==> config.mk <==
export PLATFORM = sky130hd
export DESIGN_NAME = ram_bist_flat
export DESIGN_NICKNAME = d
export VERILOG_FILES = /design/src/rtl/ram_bist_if.sv /design/src/rtl/ram_bist.sv /design/src/flat_wrapper.sv
export SDC_FILE = /design/constraint.sdc
export NUM_CORES = 1
export LEC_CHECK = 0
export CORE_ASPECT_RATIO = 1.2
export CORE_MARGIN = 2
export CORE_UTILIZATION = 30
export CTS_BUF_LIST = sky130_fd_sc_hd__clkbuf_8
export DETAILED_ROUTE_END_ITERATION = 8
export PLACE_DENSITY = 0.58
export SYNTH_ARGS = -nofsm -noshare
export SYNTH_HDL_FRONTEND = slang
export SYNTH_SLANG_ARGS = --single-unit
export TNS_END_PERCENT = 30
==> constraint.sdc <==
create_clock -name clk -period 2.54 [get_ports clk]
set_input_delay 0.508 -clock clk [delete_from_list [all_inputs] [get_ports clk]]
set_output_delay 0.508 -clock clk [all_outputs]
set_load 0.01 [all_outputs]
==> src/rtl/ram_bist_if.sv <==
`default_nettype none
// +------------------------------------------------------------------+
// | Module   : ram_bist_if                                           |
// | Brief    : Single-port synchronous RAM bus between BIST and RAM  |
// | Revision : 1.0                                                   |
// +------------------------------------------------------------------+
interface ram_bist_if #(
  parameter int DATA_WIDTH = 8,
  parameter int ADDR_WIDTH = 4
);
  logic                  ram_we;
  logic [ADDR_WIDTH-1:0] ram_addr;
  logic [DATA_WIDTH-1:0] ram_din;
  logic [DATA_WIDTH-1:0] ram_dout;

  modport master (
    output ram_we,
    output ram_addr,
    output ram_din,
    input  ram_dout
  );

  modport slave (
    input  ram_we,
    input  ram_addr,
    input  ram_din,
    output ram_dout
  );
endinterface
`default_nettype wire

==> src/rtl/ram_bist.sv <==
`default_nettype none
// +------------------------------------------------------------------+
// | Module   : ram_bist                                              |
// | Brief    : Up/down write-read march test with first-fail capture |
// | Revision : 1.0                                                   |
// +------------------------------------------------------------------+
module ram_bist #(
  parameter int                    DATA_WIDTH = 8,
  parameter int                    ADDR_WIDTH = 4,
  parameter logic [DATA_WIDTH-1:0] PATTERN    = DATA_WIDTH'(8'hA5)
) (
  input  logic                  clk,
  input  logic                  rst_n,
  input  logic                  start,
  output logic                  busy,
  output logic                  done,
  output logic                  pass,
  output logic [ADDR_WIDTH-1:0] fail_addr,
  output logic [DATA_WIDTH-1:0] fail_data,
  ram_bist_if.master            ram
);

  localparam logic [2:0] c_IDLE     = 3'd0;
  localparam logic [2:0] c_WR_UP    = 3'd1;
  localparam logic [2:0] c_RD_UP    = 3'd2;
  localparam logic [2:0] c_DRAIN_UP = 3'd3;
  localparam logic [2:0] c_WR_DN    = 3'd4;
  localparam logic [2:0] c_RD_DN    = 3'd5;
  localparam logic [2:0] c_DRAIN_DN = 3'd6;
  localparam logic [2:0] c_FIN      = 3'd7;

  localparam logic [ADDR_WIDTH-1:0] c_ADDR_LAST = '1;

  // Address is zero-extended or truncated to the word width before the XOR.
  function automatic logic [DATA_WIDTH-1:0] f_pat(input logic [ADDR_WIDTH-1:0] a);
    logic [DATA_WIDTH+ADDR_WIDTH-1:0] ext;
    ext = {{DATA_WIDTH{1'b0}}, a};
    return PATTERN ^ ext[DATA_WIDTH-1:0];
  endfunction

  logic [2:0]            r_state;
  logic [ADDR_WIDTH-1:0] r_addr;
  logic                  r_cmp_valid;
  logic [DATA_WIDTH-1:0] r_exp;
  logic [ADDR_WIDTH-1:0] r_cmp_addr;
  logic                  r_pass;
  logic [ADDR_WIDTH-1:0] r_fail_addr;
  logic [DATA_WIDTH-1:0] r_fail_data;
  logic                  w_mismatch;

  assign w_mismatch = r_cmp_valid && (ram.ram_dout != r_exp);

  always_ff @(posedge clk or negedge rst_n) begin
    if (!rst_n) begin
      r_state     <= c_IDLE;
      r_addr      <= '0;
      r_cmp_valid <= 1'b0;
      r_exp       <= '0;
      r_cmp_addr  <= '0;
      r_pass      <= 1'b0;
      r_fail_addr <= '0;
      r_fail_data <= '0;
    end else begin
      r_cmp_valid <= 1'b0;
      // A miscompare aborts whatever phase is running, including a drain cycle.
      if (w_mismatch) begin
        r_fail_addr <= r_cmp_addr;
        r_fail_data <= ram.ram_dout;
        r_state     <= c_FIN;
      end else begin
        case (r_state)
          c_IDLE: begin
            if (start) begin
              r_state     <= c_WR_UP;
              r_addr      <= '0;
              r_pass      <= 1'b0;
              r_fail_addr <= '0;
              r_fail_data <= '0;
            end
          end
          c_WR_UP: begin
            if (r_addr == c_ADDR_LAST) begin
              r_state <= c_RD_UP;
              r_addr  <= '0;
            end else begin
              r_addr <= r_addr + 1'b1;
            end
          end
          c_RD_UP: begin
            r_cmp_valid <= 1'b1;
            r_exp       <= f_pat(r_addr);
            r_cmp_addr  <= r_addr;
            if (r_addr == c_ADDR_LAST) r_state <= c_DRAIN_UP;
            else                       r_addr  <= r_addr + 1'b1;
          end
          c_DRAIN_UP: begin
            r_state <= c_WR_DN;
            r_addr  <= c_ADDR_LAST;
          end
          c_WR_DN: begin
            if (r_addr == '0) begin
              r_state <= c_RD_DN;
              r_addr  <= c_ADDR_LAST;
            end else begin
              r_addr <= r_addr - 1'b1;
            end
          end
          c_RD_DN: begin
            r_cmp_valid <= 1'b1;
            r_exp       <= ~f_pat(r_addr);
            r_cmp_addr  <= r_addr;
            if (r_addr == '0) r_state <= c_DRAIN_DN;
            else              r_addr  <= r_addr - 1'b1;
          end
          c_DRAIN_DN: begin
            r_state <= c_FIN;
            r_pass  <= 1'b1;
          end
          c_FIN: begin
            r_state <= c_IDLE;
            r_addr  <= '0;
          end
          default: r_state <= c_IDLE;
        endcase
      end
    end
  end

  assign busy      = (r_state != c_IDLE) && (r_state != c_FIN);
  assign done      = (r_state == c_FIN);
  assign pass      = r_pass;
  assign fail_addr = r_fail_addr;
  assign fail_data = r_fail_data;

  assign ram.ram_we   = (r_state == c_WR_UP) || (r_state == c_WR_DN);
  assign ram.ram_addr = r_addr;
  assign ram.ram_din  = (r_state == c_WR_UP) ? f_pat(r_addr)  :
                        (r_state == c_WR_DN) ? ~f_pat(r_addr) : '0;

endmodule
`default_nettype wire

==> src/flat_wrapper.sv <==
// flat-port wrapper written by rule: the top's interface ports become plain ports
module ram_bist_flat 
#(
  parameter int                    DATA_WIDTH = 8,
  parameter int                    ADDR_WIDTH = 4,
  parameter logic [DATA_WIDTH-1:0] PATTERN    = DATA_WIDTH'(8'hA5)
)
  (clk, rst_n, start, busy, done, pass, fail_addr, fail_data, ram_ram_we, ram_ram_addr, ram_ram_din, ram_ram_dout);
  ram_bist_if #(.DATA_WIDTH(DATA_WIDTH), .ADDR_WIDTH(ADDR_WIDTH)) ram_i ();
  input  logic clk;
  input  logic rst_n;
  input  logic start;
  output logic busy;
  output logic done;
  output logic pass;
  output logic [ADDR_WIDTH-1:0] fail_addr;
  output logic [DATA_WIDTH-1:0] fail_data;
  output wire logic [$bits(ram_i.ram_we)-1:0] ram_ram_we;
  output wire logic [$bits(ram_i.ram_addr)-1:0] ram_ram_addr;
  output wire logic [$bits(ram_i.ram_din)-1:0] ram_ram_din;
  input wire logic [$bits(ram_i.ram_dout)-1:0] ram_ram_dout;
  assign ram_ram_we = ram_i.ram_we;
  assign ram_ram_addr = ram_i.ram_addr;
  assign ram_ram_din = ram_i.ram_din;
  assign ram_i.ram_dout = ram_ram_dout;
  ram_bist #(.DATA_WIDTH(DATA_WIDTH), .ADDR_WIDTH(ADDR_WIDTH), .PATTERN(PATTERN)) u_core (.clk(clk), .rst_n(rst_n), .start(start), .busy(busy), .done(done), .pass(pass), .fail_addr(fail_addr), .fail_data(fail_data), .ram(ram_i));
endmodule
# Word-level counts from Yosys, hierarchy flattened

Index checks and enable logic that the tools add are counted.

Flip-flop bits (word level): 33
Latch bits: 0
Bits in writable memories: 0
ROM bits: 0
Input bits: 11
Output and inout bits: 28
Logic and storage cells: 74
Memories: 0

$add $sub $neg: 2
Multiply operators: 0
Divide/modulo/power cells: 0
$lt $le $gt $ge: 0
Equal/unequal tests: 18
Shifts and indexed selects: 0
Muxes and demuxes: 25
Bitwise gates (word level): 3
Reductions and logical operators: 18

Operator list:

| cell                  | number |
|---|---|
| $mux W8               | 5 |
| $mux W4               | 7 |
| $pmux W4 S7           | 1 |
| $pmux W3 S8           | 1 |
| $mux W3               | 6 |
| $pmux W8 S2           | 1 |
| $eq A3 B3 Y1 const B  | 4 |
| $ne A3 B1 Y1 const B  | 4 |
| $reduce_and A5 Y1     | 2 |
| $ne A8 B8 Y1          | 1 |
| $not A8 Y8            | 1 |
| $reduce_bool A2 Y1    | 4 |
| $reduce_bool A7 Y1    | 1 |
| $eq A3 B2 Y1 const B  | 2 |
| $ne A2 B2 Y1 const B  | 3 |
| $reduce_and A2 Y1     | 3 |
| $add A4 B1 Y4 const B | 1 |
| $eq A4 B4 Y1 const B  | 1 |
| $logic_not A4 Y1      | 1 |
| $not A2 Y4            | 1 |
| $sub A4 B1 Y4 const B | 1 |
| $eq A3 B1 Y1 const B  | 1 |
| $logic_not A3 Y1      | 1 |
| $mux W1               | 3 |
| other kinds (9)       | 10 |

# Depth between registers and ports, before layout

Gate-level depths: netlist (run 1).

Depth in word-level cells: 4
Mapped depth: 7
Depth with buffers taken out: 7

# Worst setup path before layout (run 1)

Ideal clock, no wire load.

Kind: reg2reg
Start point: register u_core.r_addr[0], in the netlist u_core.ram.ram_addr[0]
End point: register u_core.r_addr[3], in the netlist u_core.ram.ram_addr[3]
Setup time: 0.125 ns
Arrival time: 1.770 ns
Data required time: 2.415 ns
Path slack: 0.645 ns
Stages on the path, launching flop included: 8
Buffers on the path: 0
Period minus slack after synthesis: 1.895 ns
Path through: dfrtp_1 inv_1 ha_1 or3b_1 nor2_1 o21ai_1 o211ai_4 mux2_4

Longest elaborated chain between the ends: 3
Elaborated cells on any way between the ends: 12
Those cells by class: 2 x add/sub; 3 x eq/ne; 5 x mux; 2 x reduce/logical

RTL lines:

| item                                                    | RTL line                         | text |
|---|---|---|
| from (decl)                                             | ram_bist.sv:42                   | `logic [ADDR_WIDTH-1:0] r_addr;` |
| from (signal assigned)                                  | ram_bist.sv:86                   | `r_addr <= r_addr + 1'b1;` |
| from (signal assigned)                                  | ram_bist.sv:94                   | `else r_addr <= r_addr + 1'b1;` |
| from (signal assigned)                                  | ram_bist.sv:98                   | `r_addr <= c_ADDR_LAST;` |
| $sub A4 B1 Y4, or another cell as far along             | ram_bist.sv:105, ram_bist.sv:113 |  |
| $mux W4, or another cell as far along                   | ram_bist.sv:112                  | `if (r_addr == '0) r_state <= c_DRAIN_DN;` |
| $pmux W4 S7 / $reduce_and A5 Y1 (equally long branches) | n/a                              |  |

Several ways; a longest one is shown, not always the timed one. The select of a mux whose other input is x is not followed.
A chain may end at the register's enable or synchronous reset.

# Worst setup path in the final report (run 1)

Start point: register u_core.r_state[1]
End point: output port ram_ram_din[3]

Longest elaborated chain between the ends: 3
Elaborated cells on any way between the ends: 4
Those cells by class: 2 x eq/ne; 2 x mux

RTL lines:

| item                   | RTL line           | text |
|---|---|---|
| from (decl)            | ram_bist.sv:41     | `logic [2:0] r_state;` |
| from (signal assigned) | ram_bist.sv:55     | `r_state <= c_IDLE;` |
| from (signal assigned) | ram_bist.sv:69     | `r_state <= c_FIN;` |
| from (signal assigned) | ram_bist.sv:74     | `r_state <= c_WR_UP;` |
| $eq A3 B3 Y1           | ram_bist.sv:138    | `(r_state == c_WR_DN) ? ~f_pat(r_addr) : '0;` |
| $mux W8                | ram_bist.sv:138    |  |
| $mux W8 (*)            | ram_bist.sv:137    | `assign ram.ram_din = (r_state == c_WR_UP) ? f_pat(r_addr) :` |
| to (decl)              | flat_wrapper.sv:20 | `output wire logic [$bits(ram_i.ram_din)-1:0] ram_ram_din;` |

Mark *: on every way between the ends. The rest lies on a longest branch, timed or not.

==> flow_metrics.env, run 1 <==
export IMPL_status="completed"
export IMPL_whs_path_depth=2
export IMPL_r2r_cells=7
export IMPL_synthArstFlopShare_pct=100
export IMPL_ys_ff_latch=31
export IMPL_holdWs_ns=0.466
export IMPL_synth_distinct_cells=45
export IMPL_grt_antenna_before_repair=0
export IMPL_cts_buffers=5
export IMPL_critical_path_reg2reg_endpoint="u_core.r_state[1]"
export IMPL_maxCapViolCount=0
export IMPL_synth_fp_nets=231
export IMPL_min_delay_worst_endpoint="u_core.fail_addr[2]"
export IMPL_power_frac_clock_pct=12.4
export IMPL_finalNetCount=273
export IMPL_clk_pin_slew_ns=0.06
export IMPL_timing_rr_start="u_core.r_state[1]"
export IMPL_root_buffer="clkbuf_8"
export IMPL_area_growth_pct=32.0
export IMPL_synth_enable_flop_cells=0
export IMPL_p_seq_share_pct=26.8
export IMPL_fp_row_count=31
export IMPL_intPower_mw=1.94
export IMPL_floorplan_die_area_um2=6920
export IMPL_start_kind="flip-flop"
export IMPL_peakVddDrop_mv=0.506
export IMPL_finalCritPeriodShare_pct=91.8
export IMPL_crit_arrival_ns=1.82
export IMPL_final_cell_mix="38 x nand2_1, 38 x clkdlybuf4s50_1, 31 x dfrtp_1, 17 x nand3_1"
export IMPL_viasPerCell=4.91
export IMPL_fmax_mhz=429
export IMPL_end_kind="primary output"
export IMPL_diodes=0
export IMPL_first_pass_iters=4
export IMPL_synth_largest_area_cell="dfrtp_1"
export IMPL_portBuffers=38
export IMPL_grt_pass1_wl_um=8050
export IMPL_synth_flop_cell="dfrtp_1"
export IMPL_hold_start="u_core.r_cmp_addr[2]"
export IMPL_critical_path_slowest_cell="clkdlybuf4s50_1"
export IMPL_synth_top_area_share_pct=41.3
export IMPL_coreArea_um2=6050
export IMPL_power_switching_share_pct=42.1
export IMPL_synth_top_cells_by_area="dfrtp_1 41%, nand2_1 7.8%, nand3_1 4.5%"
export IMPL_max_slew_margin_rel_pct=57.9
export IMPL_hold_path_class="flip-flop to flip-flop"
export IMPL_p_sw_mw=1.41
export IMPL_crit_required_ns=2.03
export IMPL_tns_ns=0
export IMPL_synth_seq_area_share_pct=41.3
export IMPL_critPathMaxStageDelay_ns=0.56
export IMPL_final_antenna_net_count=0
export IMPL_grt_max_degree=32
export IMPL_crit_type="flip-flop to primary output"
export IMPL_worst_slew_pin_slew_ns=0.626
export IMPL_initial_core_util_pct=31.1
export IMPL_syn_cell_area_um2=1880
export IMPL_wl_per_cell_um=13.7
export IMPL_worst_path_max_fanout=8
export IMPL_rsz0062_at_grt="false"
export IMPL_htreeDepth=2
export IMPL_first_iter_violations=106
export IMPL_io_pins=39
export IMPL_drc=0
export IMPL_ys_warn_count=0
export IMPL_vias=1665
export IMPL_dp_final_hpwl_um=3330
export IMPL_synthCells=214
export IMPL_path_cells="nor2_1, nand2_1, o21ai_0, clkdlybuf4s50_1"
export IMPL_drive_gt1_share_pct=13.6
export IMPL_die_h_um=90.7
export IMPL_setup_viol=0
export IMPL_drv_slew=0
export IMPL_clock_sinks=31
export IMPL_chipWidth_um=76.3
export IMPL_pwr_share_comb_pct=60.8
export IMPL_r2r_slack_ns=0.49
export IMPL_hold_viol_final=0
export IMPL_p_leak_nw=1.09
export IMPL_grt_pass1_vias=1647
export IMPL_track_usage_pct=14.1
export IMPL_wl_um=4650
export IMPL_cts_tree="built"
export IMPL_clock_skew_ns=0.00429
export IMPL_min_period_ns=2.33
export IMPL_postCtsSetupBuffers=0
export IMPL_power_density_nw_per_um2=1350
export IMPL_gp_congestion=0.852
export IMPL_overflow=0
export IMPL_crit_start="u_core.r_state[1]"
export IMPL_worstSkewPairLatency_ns=0.28
export IMPL_clockBufferDepth=2
export IMPL_syn_area_per_cell_um2=8.78
## cell families after synthesis
family / synth area share [%]
and+or+nand+nor: 23.6
AOI/OAI and AO/OA: 15.6
DFF: 41.3
buffers and inverters: 5.99
xor gates and xnor gates: 4.19
muxes: 5.33
adders and majority gates: 3.99
## per-layer routing
layer	global-route usage (%)	part of all wire, %
met5	0	0
met4	5.00	1.4
met3	2.80	5.0
met2	23.5	47
met1	18.2	47
## synthesized netlist by cell type (2+ instances only)
master,count
o21ai_0,10
nor3_1,3
nand3_1,17
inv_2,2
a21oi_1,11
mux2i_1,4
ha_1,6
buf_4,3
o211ai_1,2
nand4_1,9
o311ai_1,2
dfrtp_1,31
nand2_1,39
nor3b_1,3
buf_2,9
or4_1,2
mux2_2,4
nor2_1,12
inv_1,7
and3_1,2
xnor2_1,7
a31oi_1,3
clkbuf_1,3
xor2_1,2
## registers in the layout (all words and copies together), names as in the netlist
| name | flops |
|---|---|
| u_core.r_cmp_addr | 4 |
| u_core.r_exp | 6 |
| u_core.r_state | 3 |
| u_core.fail_addr | 4 |
| u_core.r_cmp_valid | 1 |
| u_core.pass | 1 |
| u_core.fail_data | 8 |
| u_core.ram.ram_addr | 4 |
## final cells by class
type                    instances  area [um^2]
fillers                       632         3570
multi-input cells             159          996
flip-flops and latches         31          776
repair buffers                 50          470
well taps                      82          103
clock buffers                   7         96.3
inverters                       9         36.3
clock inverters                 1         3.75
## power by group through the flow
| stage | sequential [mW] | clock [mW] | combinational, mW |
|---|---|---|---|
| final | 0.895 | 0.414 | 2.03 |
| after global routing | 0.928 | 0.450 | 2.26 |
| after CTS | 0.896 | 0.422 | 2.05 |
| after detailed placement | 0.902 | 0 | 2.04 |
| after global placement | 0.896 | 0 | 2.02 |
| after floorplan | 0.916 | 0 | 1.27 |
## worst max-delay path, delay by kind of cell (launching register included)
kind            cells  cell delay [ns]
buf+inv             1             0.56
compound gates      1             0.20
simple gates        2             0.34
flops               1             0.44
## repair_timing
action | 4_1_cts | 5_1_grt
setup endpoints to repair | 0 | 4
endpoints found under the hold margin | 0 | 0
hold buffers | 0 | 0
resized for setup | 0 | 3
## through the flow
stage                     util (%)  power, mW  cell area, um^2  setup WS, ns  cells
after floorplan                  -       2.19             1880         0.645    214
after global placement        39.2       2.92             2370         0.279    331
after detailed placement      39.2       2.94             2370         0.243    331
after CTS                     40.9       3.36             2470        0.0896    339
after global routing          41.0       3.64             2480        0.0364    339
final                         41.0       3.34             2480         0.207    339
## worst max-delay path by stage
stage,cells after the start,slack [ns],endpoint
5_1_grt,4,0.04,ram_ram_din[3]
2_1_floorplan,7,0.64,u_core.ram.ram_addr[3]
3_5_place_dp,7,0.24,u_core.r_exp[6]
6_report,4,0.21,ram_ram_din[3]
4_1_cts,6,0.09,ram_ram_din[3]
3_3_place_gp,6,0.28,u_core.r_exp[3]
(Power assumes the default switching activity.)
==> inputs of run 2 (changes only) <==
--- a/config.mk
+++ b/config.mk
@@ -5,7 +5,7 @@
 export SDC_FILE = /design/constraint.sdc
 export NUM_CORES = 1
 export LEC_CHECK = 0
-export CORE_ASPECT_RATIO = 1.2
+export CORE_ASPECT_RATIO = 0.8
 export CORE_MARGIN = 2
 export CORE_UTILIZATION = 30
 export CTS_BUF_LIST = sky130_fd_sc_hd__clkbuf_8
==> constraint.sdc (replaced) <==
create_clock -name clk -period 2.7 [get_ports clk]
set_input_delay 0.54 -clock clk [delete_from_list [all_inputs] [get_ports clk]]
set_output_delay 0.54 -clock clk [all_outputs]
set_load 0.01 [all_outputs]
==> run 2 against run 1 <==
  * Count of clock-buffer cells in the layout is 1 lower
  * Core utilization increased by 0.44 points
  * Sequential power fell by 3.5%
  * Clock power increased by 13%
  * Sequential cell count unchanged
  * Final cell count shrank 0.88%
  * Final area shrank 0.20%
  * Largest cell class unchanged
  * Largest power group unchanged
==> flow_metrics.env, run 2 (synthesis gave the netlist of run 1 again) <==
export IMPL_coreArea_um2=5970
export IMPL_worst_slew_pin_slew_ns=0.615
export IMPL_drive_gt1_share_pct=12.9
export IMPL_stdcell_area_um2=2480
export IMPL_fill_cells=618
export IMPL_crit_top_cell="nand2_1"
export IMPL_critical_path_slowest_cell="clkdlybuf4s50_1"
export IMPL_first_pass_iters=4
export IMPL_largest_register_ffs=8
export IMPL_tns_ns=0
export IMPL_worst_slack_ns=0.209
export IMPL_final_cells=336
export IMPL_p_total_mw=3.20
export IMPL_peakVddDrop_mv=0.371
export IMPL_overflow=0
export IMPL_vias=1672
export IMPL_cts_buffers=5
export IMPL_max_slew_margin_rel_pct=58.6
export IMPL_grt_max_degree=32
export IMPL_clock_sinks=31
export IMPL_wl_um=4680
export IMPL_power_frac_clock_pct=14.7
export IMPL_postCtsSetupBuffers=0
export IMPL_root_buffer="clkbuf_8"
export IMPL_floorplan_die_area_um2=6920
export IMPL_clock_skew_ns=0.00171
export IMPL_crit_arrival_ns=1.95
export IMPL_status="completed"
export IMPL_track_usage_pct=14.1
export IMPL_die_h_um=74.8
export IMPL_pre_cts_ws_ns=0.346
export IMPL_fmax_mhz=401
export IMPL_setup_viol=0
export IMPL_area_growth_pct=31.8
export IMPL_placed_area_um2=2360
export IMPL_fp_row_count=25
export IMPL_hold_path_class="flip-flop to flip-flop"
export IMPL_start_kind="flip-flop"
export IMPL_p_sw_mw=1.33
export IMPL_worstSkewPairLatency_ns=0.28
export IMPL_wl_per_cell_um=13.9
export IMPL_chipWidth_um=92.5
export IMPL_drc=0
export IMPL_power_switching_share_pct=41.6
export IMPL_grt_pass1_wl_um=7620
export IMPL_rsz0062_at_grt="false"
export IMPL_dp_final_hpwl_um=3340
export IMPL_critPathMaxStageDelay_ns=0.55
export IMPL_dpl_cell_count=328
export IMPL_grt_pass1_vias=1497
export IMPL_p_leak_nw=1.08
export IMPL_first_iter_violations=113
export IMPL_io_pins=39
export IMPL_register_area_um2=777
export IMPL_min_period_ns=2.49
export IMPL_drv_slew=0
export IMPL_gp_congestion=0.848
export IMPL_crit_type="flip-flop to primary output"
export IMPL_cts_tree="built"
export IMPL_p_seq_share_pct=27.0
export IMPL_grt_antenna_before_repair=0
export IMPL_pwr_share_comb_pct=58.3
export IMPL_path_cells="nor2b_1, nand2_1, inv_2, nand2_1, o21ai_0, clkdlybuf4s50_1"
export IMPL_diodes=0
export IMPL_multi_input_area_um2=991
export IMPL_intPower_mw=1.87
export IMPL_portBuffers=38
export IMPL_initial_core_util_pct=31.5
export IMPL_crit_required_ns=2.16
export IMPL_power_density_nw_per_um2=1290
export IMPL_htreeDepth=2
export IMPL_final_common_cell="nand2_1"
export IMPL_worst_path_max_fanout=13
export IMPL_final_cell_mix="39 x nand2_1, 38 x clkdlybuf4s50_1, 30 x dfrtp_1, 17 x nand3_1, 12 x nor2_1"
export IMPL_clockBufferDepth=2
export IMPL_hold_viol_final=0
export IMPL_finalNetCount=271
export IMPL_end_kind="primary output"
export IMPL_maxCapViolCount=0
export IMPL_clk_pin_slew_ns=0.06
export IMPL_finalCritPeriodShare_pct=92.3
export IMPL_viasPerCell=4.98
export IMPL_final_antenna_net_count=0
## run 2: changes by cell type in the layout (fill, tap and decap cells not counted)
| cell | change |
|---|---|
| buf_4 | -2 |
| dfrtp_1 | -1 |
| nand2_1 | +1 |
| nor2b_1 | +1 |
| clkinv_2 | +1 |
| inv_4 | -1 |
| clkbuf_8 | -1 |
| nor2b_2 | -1 |
| dfrtp_2 | +1 |
| nand2_2 | -1 |
| bufinv_16 | +1 |
| inv_2 | +1 |
| inv_1 | -1 |
## run 2: worst max-delay path, delay by kind of cell (launching register included)
family / cells / cell delay (ns)
and+or+nand+nor: 3 / 0.37
AOI/OAI and AO/OA: 1 / 0.08
buffers and inverters: 2 / 0.72
DFF: 1 / 0.49
## run 2: power groups by stage
stage	logic, mW	registers, mW	clock network [mW]
floorplan	1.20	0.862	0
global placement	1.86	0.869	0
detailed placement	1.87	0.871	0
CTS	1.88	0.862	0.482
global route	2.07	0.890	0.499
finish	1.86	0.864	0.469
## run 2: per-stage QoR
step	util [%]	hold slack [ns]
6_report	41.4	0.479
5_1_grt	41.4	0.504
4_1_cts	41.4	0.482
3_5_place_dp	39.5	0.463
3_3_place_gp	39.5	0.465
2_1_floorplan	-	0.244
## run 2: worst paths after layout
kind	from	end	slack [ns]	cells after the start
setup / recovery	u_core.r_state[1]	ram_ram_din[3]	0.21	6
hold / removal	u_core.r_cmp_addr[0]	u_core.fail_addr[0]	0.48	2
setup reg to reg	u_core.ram.ram_addr[0]	u_core.ram.ram_addr[3]	0.67	7
hold reg to reg	u_core.r_cmp_addr[0]	u_core.fail_addr[0]	0.48	2
max in group asynchronous	rst_n	u_core.r_state[1]	1.74	2
min in group asynchronous	rst_n	u_core.r_state[2]	0.66	2
## run 2: layout make-up
class | count | share of cell area (%)
multi-input combinational | 159 | 40.0
timing repair buffer | 48 | 18.4
tap | 81 | 4.09
clock buffer | 6 | 3.34
sequential | 31 | 31.4
clock inverter | 2 | 1.41
inverter | 9 | 1.36
## run 2: repair_timing
action                     4_1_cts  5_1_grt
hold buffers                     0        0
gates resized for setup          0        1
setup endpoints to repair        0        3
hold endpoints to repair         0        0
## run 2: routing by layer
layer	vias to the layer above	part of all wire, %	global-route usage [%]	wire length (um)
met3	2	3.7	3.70	174
met5	-	0	0	0
met2	24	45	21.5	2120
met1	810	51	20.1	2370
met4	0	0.38	3.48	18
li1	836	-	-	-
==> RTL edit, RTL diff (flow settings as in run 2) <==
`ADDR_WIDTH` is set to 4 in 3 places; all go to 3.
--- a/src/rtl/ram_bist_if.sv
+++ b/src/rtl/ram_bist_if.sv
@@ -8,3 +8,3 @@
   parameter int DATA_WIDTH = 8,
-  parameter int ADDR_WIDTH = 4
+  parameter int ADDR_WIDTH = 3
 );
--- a/src/rtl/ram_bist.sv
+++ b/src/rtl/ram_bist.sv
@@ -8,3 +8,3 @@
   parameter int                    DATA_WIDTH = 8,
-  parameter int                    ADDR_WIDTH = 4,
+  parameter int                    ADDR_WIDTH = 3,
   parameter logic [DATA_WIDTH-1:0] PATTERN    = DATA_WIDTH'(8'hA5)
--- a/src/flat_wrapper.sv
+++ b/src/flat_wrapper.sv
@@ -4,3 +4,3 @@
   parameter int                    DATA_WIDTH = 8,
-  parameter int                    ADDR_WIDTH = 4,
+  parameter int                    ADDR_WIDTH = 3,
   parameter logic [DATA_WIDTH-1:0] PATTERN    = DATA_WIDTH'(8'hA5)
Ports: changed (resized fail_addr and ram_ram_addr); port bits go from 39 to 37. The function was not compared with the original's and may differ.
==> RTL edit against run 2 <==
Critical path depth down 1; fmax down 3.8%; cell count down 20%; worst setup slack worse by 99 ps; sequential share of layout area up 2.6 points; worst hold slack about the same; routed wire length down 24%; sequential cell count down 4; area after synthesis down 18%; total power down 25%; cell area down 20%; critical path type unchanged; largest power group unchanged.
==> RTL edit: results (changes against run 2) <==
[placement]
place_congestion = 0.810  ; -4.5%
dpl.cell_count = 266  ; -19%
portBuffers = 36  ; -5.3%
hpwl_um = 2560  ; -23%
pre_cts_slack_ps = 148  ; -197 ps

[power_and_ir_drop]
vdd_ir_drop_max_v = 0.000387  ; +4.4%
p_leak_nw = 0.890  ; -18%

[clock_tree]
cts_htree_levels = 1  ; -1
cts_buffers = 3  ; -2
clkTransAtPathRegs_ps = 90  ; +30 ps
cts_root_buffer = clkbuf_8
cts.path.max_buffers = 2  ; unchanged
post_cts_buffers = 0  ; unchanged
insertion_delay_ps = 270

[route]
drtPass1Iterations = 4  ; unchanged
vias = 1311  ; -22%
drtIter0Drc = 84  ; -26%
drc_errors = 0  ; unchanged
viasPerCell = 4.86  ; -2.4%
wire_per_inst_um = 13.1  ; -6.0%

[synth]
syn-num-nets = 193  ; -16%
syn_inst = 177  ; -17%
synth_area_leaders = dfrtp_1 (44%), nand2_1 (9.7%), o21ai_0 (5.2%)
synthArstFlopShare_pct = 100  ; unchanged
ys.flop_type = dfrtp_1
ys_seq_area_share_pct = 43.7  ; +2.4 points
synth_common_cells = nand2_1 (40), dfrtp_1 (27), o21ai_0 (16)
ys_types = 37  ; -18%

[final_layout]
n_antenna_cell = 0  ; unchanged
drive_above_1_share_pct = 11.1  ; -1.9 points
largest_register_ff_count = 8  ; unchanged
nFillCells = 525  ; -15%
nets = 225  ; -17%

[worst_setup_path]
cp_max_fo = 5  ; -8
critPathArrivalTime_ps = 2050  ; +100 ps
slowest_stage = clkdlybuf4s50_1
cp_slowest_stage_delay_ps = 550  ; about the same

[global_routing]
grt_pass1_wl_um = 5820  ; -24%
grt_antenna_before_repair = 0  ; unchanged
first_global_vias = 1179  ; -21%
grt_max_degree = 28  ; -13%
grt_use_total_pct = 12.7  ; -1.4 points

[run_status]
status = finished clean

[sta]
skew_ps = 8.32  ; +6.61 ps
worstMarginPinSlew_ps = 439  ; -176 ps

[worst_hold_path]
hold_class = reg2reg

==> RTL edit: cell types whose count changed after synthesis, sizes merged, moves of 4 or more <==
cell,change
dfrtp,-4
buf,-4
xnor2,-5
nor3b,-4
a21oi,-6
o21ai,+4
nor2,-4
nand4,-9
==> RTL edit: cells by family after synthesis <==
group | synth area share, %
AO/OA/AOI/OAI | 16.3
XOR/XNOR | 1.70
adder cells (fa/ha/maj) | 4.05
buffers and inverters | 7.04
flip-flops | 43.7
multiplexers | 4.21
AND/OR/NAND/NOR | 23.0
==> RTL edit: critical path: cells and delay by family (launching register included) <==
family | cells | cell delay [ps]
AO/OA/AOI/OAI | 1 | 80
buffers and inverters | 2 | 660
flip-flops | 1 | 450
AND/OR/NAND/NOR | 2 | 570
==> RTL edit: final cells by class <==
type                       instances  area [um^2]  share of cell area [%]
clock buffer                       3         41.3                    2.07
sequential                        27          677                    34.0
clock inverter                     1         3.75                   0.188
multi-input combinational        128          764                    38.4
timing repair buffer              41          398                    20.0
tap                               62         77.6                    3.89
inverter                           8         30.0                    1.51
==> RTL edit: path summary, 6_finish.rpt <==
check                                startpoint                     end  slack [ps]  cells after the start
max                           u_core.r_state[1]          ram_ram_din[1]         110                      5
min                        u_core.r_cmp_addr[2]     u_core.fail_addr[2]         480                      2
max reg2reg                     u_core.r_exp[6]         u_core.r_exp[2]         780                      6
min reg2reg                u_core.r_cmp_addr[2]     u_core.fail_addr[2]         480                      2
max in group asynchronous                 rst_n       u_core.r_state[1]        1790                      2
min in group asynchronous                 rst_n  u_core.ram.ram_addr[2]         640                      2
==> RTL edit: through the flow <==
step	util [%]	area (um^2)
final	40.0	1990
after global routing	40.0	1990
after CTS	39.9	1990
after detailed placement	39.0	1940
after global placement	39.0	1940
after floorplan	-	1550
==> RTL edit: per-layer routing <==
layer,global-route usage [%],vias to the layer above,share of wire (%)
li1,-,665,-
met1,18.3,616,52
met2,19.5,26,44
met3,3.74,4,4.0
met4,1.21,0,0.40
met5,0,-,0
==> RTL edit: where the power goes <==
group	internal, mW	leakage [nW]	total (mW)	switching, mW
Clock	0.102	0.0269	0.221	0.119
Combinational	0.710	0.536	1.43	0.717
Sequential	0.596	0.327	0.754	0.158
Total	1.41	0.890	2.40	0.994
==> RTL edit: what timing repair did <==
item	CTS	global route
gates resized for setup	0	2
hold endpoints to repair	0	0
endpoints found under the setup margin	0	1
